### src/rtl/leaky_relu_backward.sv
// Leaky ReLU backward stage: caches one derivative bit per forward pre-activation
// (z > 0) and scales incoming gradients by 1 or leak_factor in the same order.
module leaky_relu_backward #(
  parameter int unsigned WIDTH = 16,
  parameter int unsigned FRAC  = 8,
  parameter int unsigned DEPTH = 16
) (
  input  logic                           clk,
  input  logic                           rst,
  input  logic                           flush,
  input  logic                           fwd_valid_in,
  input  logic signed [WIDTH-1:0]        fwd_z_in,
  input  logic                           grad_valid_in,
  input  logic signed [WIDTH-1:0]        grad_in,
  input  logic signed [WIDTH-1:0]        leak_factor,
  output logic                           grad_valid_out,
  output logic signed [WIDTH-1:0]        grad_out,
  output logic [$clog2(DEPTH+1)-1:0]     count,
  output logic                           full,
  output logic                           empty,
  output logic                           overflow,
  output logic                           underflow
);

  localparam int unsigned AW = (DEPTH > 1) ? $clog2(DEPTH) : 1;
  localparam int unsigned CW = $clog2(DEPTH + 1);
  localparam int unsigned PW = 2 * WIDTH;

  localparam logic signed [PW-1:0] SatMax = {{(WIDTH + 1){1'b0}}, {(WIDTH - 1){1'b1}}};
  localparam logic signed [PW-1:0] SatMin = {{(WIDTH + 1){1'b1}}, {(WIDTH - 1){1'b0}}};

  logic [DEPTH-1:0]        cache_q;
  logic [AW-1:0]           wr_ptr_q, rd_ptr_q;
  logic [CW-1:0]           count_q, count_d;
  logic                    full_q, empty_q;
  logic                    overflow_q, underflow_q;
  logic                    grad_valid_q;
  logic signed [WIDTH-1:0] grad_q, grad_d;

  logic                    fwd_bit;
  logic                    rd_ok, wr_ok, ovf_set, unf_set;
  logic signed [PW-1:0]    grad_ext, leak_ext, prod, shifted;
  logic signed [WIDTH-1:0] leaky_res;

  // Cache control: a read frees a slot so a write into a full cache can land the same cycle.
  always_comb begin
    fwd_bit = !fwd_z_in[WIDTH-1] && (fwd_z_in != '0);
    rd_ok   = grad_valid_in && !empty_q;
    wr_ok   = fwd_valid_in && (!full_q || rd_ok);
    ovf_set = fwd_valid_in && full_q && !rd_ok;
    // No bypass: a gradient into an empty cache underflows even if a write lands now.
    unf_set = grad_valid_in && empty_q;
    count_d = count_q;
    if (wr_ok && !rd_ok) begin
      count_d = count_q + CW'(1);
    end else if (rd_ok && !wr_ok) begin
      count_d = count_q - CW'(1);
    end
  end

  // Gradient scaling: full-width product, floor shift by FRAC, then saturate.
  always_comb begin
    grad_ext = {{WIDTH{grad_in[WIDTH-1]}}, grad_in};
    leak_ext = {{WIDTH{leak_factor[WIDTH-1]}}, leak_factor};
    prod     = grad_ext * leak_ext;
    shifted  = prod >>> FRAC;
    if (shifted > SatMax) begin
      leaky_res = SatMax[WIDTH-1:0];
    end else if (shifted < SatMin) begin
      leaky_res = SatMin[WIDTH-1:0];
    end else begin
      leaky_res = shifted[WIDTH-1:0];
    end
    if (!rd_ok) begin
      grad_d = '0;
    end else if (cache_q[rd_ptr_q]) begin
      grad_d = grad_in;
    end else begin
      grad_d = leaky_res;
    end
  end

  // Derivative-bit storage; contents need no reset since count gates every read.
  always_ff @(posedge clk) begin
    if (!rst && !flush && wr_ok) begin
      cache_q[wr_ptr_q] <= fwd_bit;
    end
  end

  // Pointers, occupancy, sticky flags and the registered gradient output.
  always_ff @(posedge clk) begin
    if (rst) begin
      wr_ptr_q     <= '0;
      rd_ptr_q     <= '0;
      count_q      <= '0;
      full_q       <= 1'b0;
      empty_q      <= 1'b1;
      overflow_q   <= 1'b0;
      underflow_q  <= 1'b0;
      grad_valid_q <= 1'b0;
      grad_q       <= '0;
    end else if (flush) begin
      wr_ptr_q     <= '0;
      rd_ptr_q     <= '0;
      count_q      <= '0;
      full_q       <= 1'b0;
      empty_q      <= 1'b1;
      grad_valid_q <= 1'b0;
    end else begin
      if (wr_ok) wr_ptr_q <= wr_ptr_q + AW'(1);
      if (rd_ok) rd_ptr_q <= rd_ptr_q + AW'(1);
      count_q      <= count_d;
      full_q       <= (count_d == CW'(DEPTH));
      empty_q      <= (count_d == '0);
      overflow_q   <= overflow_q | ovf_set;
      underflow_q  <= underflow_q | unf_set;
      grad_valid_q <= grad_valid_in;
      if (grad_valid_in) grad_q <= grad_d;
    end
  end

  assign grad_valid_out = grad_valid_q;
  assign grad_out       = grad_q;
  assign count          = count_q;
  assign full           = full_q;
  assign empty          = empty_q;
  assign overflow       = overflow_q;
  assign underflow      = underflow_q;

endmodule

### config.mk
export PLATFORM = sky130hd
export DESIGN_NAME = leaky_relu_backward
export DESIGN_NICKNAME = d
export VERILOG_FILES = /design/src/rtl/leaky_relu_backward.sv
export SDC_FILE = /design/constraint.sdc
export NUM_CORES = 1
export LEC_CHECK = 0
export CAP_MARGIN = 20
export CORE_MARGIN = 1.5
export CORE_UTILIZATION = 60
export DETAILED_ROUTE_END_ITERATION = 16
export PLACE_DENSITY = 0.81
export SYNTH_ARGS = -nofsm -noshare
export SYNTH_HDL_FRONTEND = slang
export SYNTH_SLANG_ARGS = --single-unit
### constraint.sdc
create_clock -name clk -period 11.1 [get_ports clk]
set_input_delay 2.22 -clock clk [delete_from_list [all_inputs] [get_ports clk]]
set_output_delay 2.22 -clock clk [all_outputs]
set_load 0.01 [all_outputs]
# Yosys cells after proc, flatten, opt, wreduce, memory -nomap -nowiden
# Index checks and enable logic that the tools add are counted.
dict set report classes {
  mux 11
  bitwise 3
  n_mul 1
  eq_ne 1
  order_cmp 5
  reduce_logical 23
  add_sub_neg 4
}
# operator count
set op_table {}
lappend op_table {{16-bit 2-to-1 mux} 4}
lappend op_table {{16-bit by 16-bit multiplier with 32-bit output} 1}
lappend op_table {{24-bit by 16-bit greater-than comparator with 1-bit output, second input constant} 1}
lappend op_table {{24-bit by 16-bit less-than comparator with 1-bit output, second input constant} 1}
lappend op_table {{16-bit bitwise mux} 1}
lappend op_table {{16-bit nonzero test} 1}
lappend op_table {{1-bit logical AND} 11}
lappend op_table {{4-bit by 5-bit less-than comparator with 1-bit output, second input constant} 2}
lappend op_table {{5-bit 2-to-1 mux} 2}
lappend op_table {{4-bit by 1-bit adder with 4-bit output, second input constant} 2}
lappend op_table {{1-bit logical NOT} 7}
lappend op_table {{5-bit by 1-bit adder with 5-bit output, second input constant} 1}
lappend op_table {{5-bit == test, second input constant} 1}
lappend op_table {{5-bit logical NOT} 1}
lappend op_table {{5-bit by 1-bit subtractor with 5-bit output, second input constant} 1}
lappend op_table {{1-bit binary-select mux with 4-bit select} 1}
lappend op_table {{1-bit demux with 4-bit select} 1}
lappend op_table {{4-bit by 1-bit greater-or-equal comparator with 1-bit output, second input constant} 1}
lappend op_table {{1-bit 2-to-1 mux} 2}
lappend op_table {{1-bit OR} 2}
lappend op_table {{2-bit AND reduction} 1}
lappend op_table {{2-bit OR reduction} 1}
lappend op_table {{1-bit logical OR} 1}
lappend op_table {{1-bit NOT} 1}
dict set report word_totals {
  inputBits 53
  word_cells 58
  output_inout_bits 26
  ff_bits 50
}

# Depth between registers and ports, before layout
dict set report logic_depth {
  depth_word 9
  depth_mapped 27
  mapped_depth_nobuf 24
}

# Worst setup path before layout
# OpenSTA, ideal clock, no wires.
dict set report synth_timing {
  kind {input to register}
  from {input grad_in[15]}
  to {register grad_q[12], in the netlist grad_out[12]}
  setup_time_ns 0.125
  path_stages 25
  n_path_buf 3
  arrival_ns 8.318
  setup_slack_ns 2.657
  path_cell_list {clkbuf_1 > nand2_1 > fa_1 > inv_1 > fa_1 > inv_1 > fa_1 > fa_1 > inv_1 > fa_1 > inv_1 > fa_1 > inv_1 > ha_1 > clkbuf_1 > a21boi_0 > o21ai_0 > a31o_2 > a211oi_2 > or4_1 > nand3_1 > a41o_1 > nor2_2 > buf_4 > o211ai_2}
}
dict set report synth_via {
  elab_chain_len 6
  word_cells_on_any_way 7
  classes_between {1 x mul; 2 x order compare; 4 x mux}
}
# item line
set synth_lines {}
lappend synth_lines {{from (decl)} 14} ;# input logic signed [WIDTH-1:0] grad_in,
lappend synth_lines {{16-bit by 16-bit multiplier with 32-bit output (*)} 65} ;# prod = grad_ext * leak_ext;
lappend synth_lines {{24-bit by 16-bit less-than comparator with 1-bit output} 69} ;# end else if (shifted < SatMin) begin
lappend synth_lines {{16-bit 2-to-1 mux} 69}
lappend synth_lines {{16-bit 2-to-1 mux (*)} 67} ;# if (shifted > SatMax) begin
lappend synth_lines {{16-bit 2-to-1 mux (*)} 76} ;# end else if (cache_q[rd_ptr_q]) begin
lappend synth_lines {{16-bit 2-to-1 mux (*)} 74} ;# if (!rd_ok) begin
lappend synth_lines {{to (signal assigned)} 118} ;# if (grad_valid_in) grad_q <= grad_d;
lappend synth_lines {{to (decl)} 38} ;# logic signed [WIDTH-1:0] grad_q, grad_d;
# Every way passes the cells marked *; elsewhere a longest branch is shown, timed or not.
# A chain may end at the register's enable or synchronous reset.

# Worst setup path after layout
dict set report layout_timing {
  from {input grad_in[15]}
  to {register grad_q[1], in the netlist grad_out[1]}
}
# Same word-level chain as after synthesis.

==> run summary <==
Status -> finished, final reports clean
Nets -> 1797
Clk buf depth -> 2
Core area -> 20200 µm²
Synth unique cells -> 65
DRT Wirelength -> 26.8 mm
Initial Utilization -> 61.1%
Post-CTS Setup Bufs -> 0
RD Place Congestion -> 0.941
Initial antenna violation count -> 0
Crit path kind -> in2reg
Die area -> 21500 µm²
Critical Path RT -> 11310 ps
Clk Latency, worst-skew pair -> 280 ps
Post-Place Worst Slack -> 1170 ps
# hold bufs at CTS -> 0
CTS sink count -> 50
# resized after CTS -> 0
Netlist Area Pre-Place -> 12400 µm²
Final critical-path share of the clock period -> 87.2%
R2r startpoint -> rd_ptr_q[0]
Non-filler cells, final -> 1668
Die Y -> 147 µm
Worst slew pin tran -> 1080 ps
CTS buffer count -> 5
Area Growth Syn to Fin -> 9.01%
DR iter-0 viols -> 534
Sequential share of the synthesized area -> 9.39%
Number of synthesized flops with an enable pin -> 16
Leading area contributor after synthesis -> fa_1
HP Start -> overflow
CP max FO -> 17
Final setup margin -> 1420 ps
Syn nets -> 1758
Final setup violation count -> 0
Antenna viol nets, final -> 0
Vias per cell -> 5.51
Setup_tns -> 0 ps
#FFs+latches synth -> 50
Yosys warning count -> 0
Slew Viols, Final -> 0
Port Buffers -> 78
Cells after Synth -> 1358
CTS H-tree depth -> 2
Clk_skew -> 4.20 ps
FP Rows -> 52
Largest net degree at the start of global routing -> 26
Root Driver -> clkbuf_16
Slew margin rel. -> 26.8%
Vias -> 9195
Type of origin of the critical path -> primary input
FMAX -> 0.103 GHz
DP Wirelength -> 22.4 mm
Number of fill cells -> 1582
GR Overflow Total -> 0
GRT Overall Usage -> 27.0%
Critical Path Source -> grad_in[15]
Antenna diodes -> 0
Met2 Use GR -> 47.1%
Tmin final -> 9680 ps
RSZ-0062 raised after global routing -> false
Boundary Pins -> 79
Worst EP arrival -> 9880 ps
Critical Path End Type -> flip-flop
Final hold vios -> 0
Share of cells above drive strength 1 -> 2.79%
DP Cell Count -> 1660
Share of the synthesized area in the top cell type -> 42.3%
Syn Area/Cell -> 9.11 µm²
First-pass GRT wire length -> 47.0 mm
DRT Pass-1 Iters -> 5
CTS tree -> yes
Routed len/inst -> 16.1 µm
Min-delay worst type -> reg2reg
Seq. cell area -> 1160 µm²
Footprint of the multi-input gates -> 9860 µm²
Vias in the first global route -> 9870
Ys async rst share -> 0%
Most used routing layer -> met2
Clk slew on worst S/H paths -> 60 ps
Post-route DRC -> 0
Synth top area cells -> fa_1, inv_1, ha_1
GRT met3 Usage -> 4.09%
Die X-Extent -> 147 µm
M1 GR Usage -> 35.9%
Max-Cap Viols -> 0
Top_reg_cell synth -> dfxtp_1
-- layout make-up --
class                      count  share of cell area [%]
clock buffer                   7                   0.984
timing repair buffer          83                    6.07
sequential                    50                    8.61
tap                          270                    2.51
clock inverter                 1                   0.223
inverter                     305                    8.49
multi-input combinational    952                    73.1
-- final timing paths --
check | endpoint | slack [ps] | cells past startpoint
max | grad_out[1] | 1420 | 23
min | overflow | 480 | 2
max reg2reg | grad_out[1] | 8010 | 10
min reg2reg | overflow | 480 | 2
-- critical path, cell delays in order --
cell and delay, ps:
clkdlybuf4s50_1 880, and2_1 260, inv_1 70, fa_1 510, inv_1 140, fa_1 880, inv_1 110, fa_1 480
fa_1 580, fa_1 430, fa_1 490, inv_1 50, ha_1 370, a21oi_1 220, a21boi_0 110, o21ai_0 310
a31o_2 230, a211oi_2 60, or4_1 440, nand4_1 150, o31a_1 550, o211ai_1 180, o211ai_1 130
-- synth_stat cells (11+ instances only) --
master    count
a21oi_1      31
and2_1      122
clkbuf_1     46
dfxtp_1      34
edfxtp_1     16
fa_1        261
ha_1         86
inv_1       305
nand2_1     170
nand2b_1     13
nor2_1       49
nor3_1       11
o211ai_1     18
o21a_1       11
o21ai_0      19
xnor2_1      29
-- flip-flops by register name, summed over array words and instances, names as in the netlist --
name,cells
overflow,1
full,1
grad_out,16
rd_ptr_q,4
count,5
underflow,1
wr_ptr_q,4
grad_valid_out,1
cache_q,16
empty,1
-- placed cells by master, fill, tap and decap left out, drive strengths merged, types with 16 or more instances in the layout --
cell           instances
fa                   261
o211ai                23
clkdlybuf4s50         78
xnor2                 29
and2                 123
a21oi                 33
nor2                  50
nand2                170
dfxtp                 34
ha                    86
o21ai                 31
edfxtp                16
inv                  305
-- cells by family after synthesis --
logic type                 Yosys count  share of synthesized area [%]
and+or+nand+nor                    410                           16.4
muxes                                8                           1.06
adders and majority gates          347                           51.0
buffers and inverters              356                           10.9
xor gates and xnor gates            39                           2.76
DFF                                 50                           9.39
AOI/OAI and AO/OA                  148                           8.55
-- per-layer routing --
layer	part of all wire, %	routed length [µm]	vias up
met2	51	13700	283
li1	-	-	4226
met5	0	0	-
met1	42	11100	4659
met3	6.0	1620	27
met4	1.3	352	0
-- per-stage QoR --
step	utilization, %	hold WS, ps	cell area (µm²)
after CTS	66.6	483	13500
after global placement	65.8	456	13300
after global routing	66.6	519	13500
after floorplan	-	482	12400
after detailed placement	65.8	455	13300
final	66.6	480	13500
Power is not shown: default switching activity piles up to over one toggle a cycle in this logic, so the estimate is an artifact.
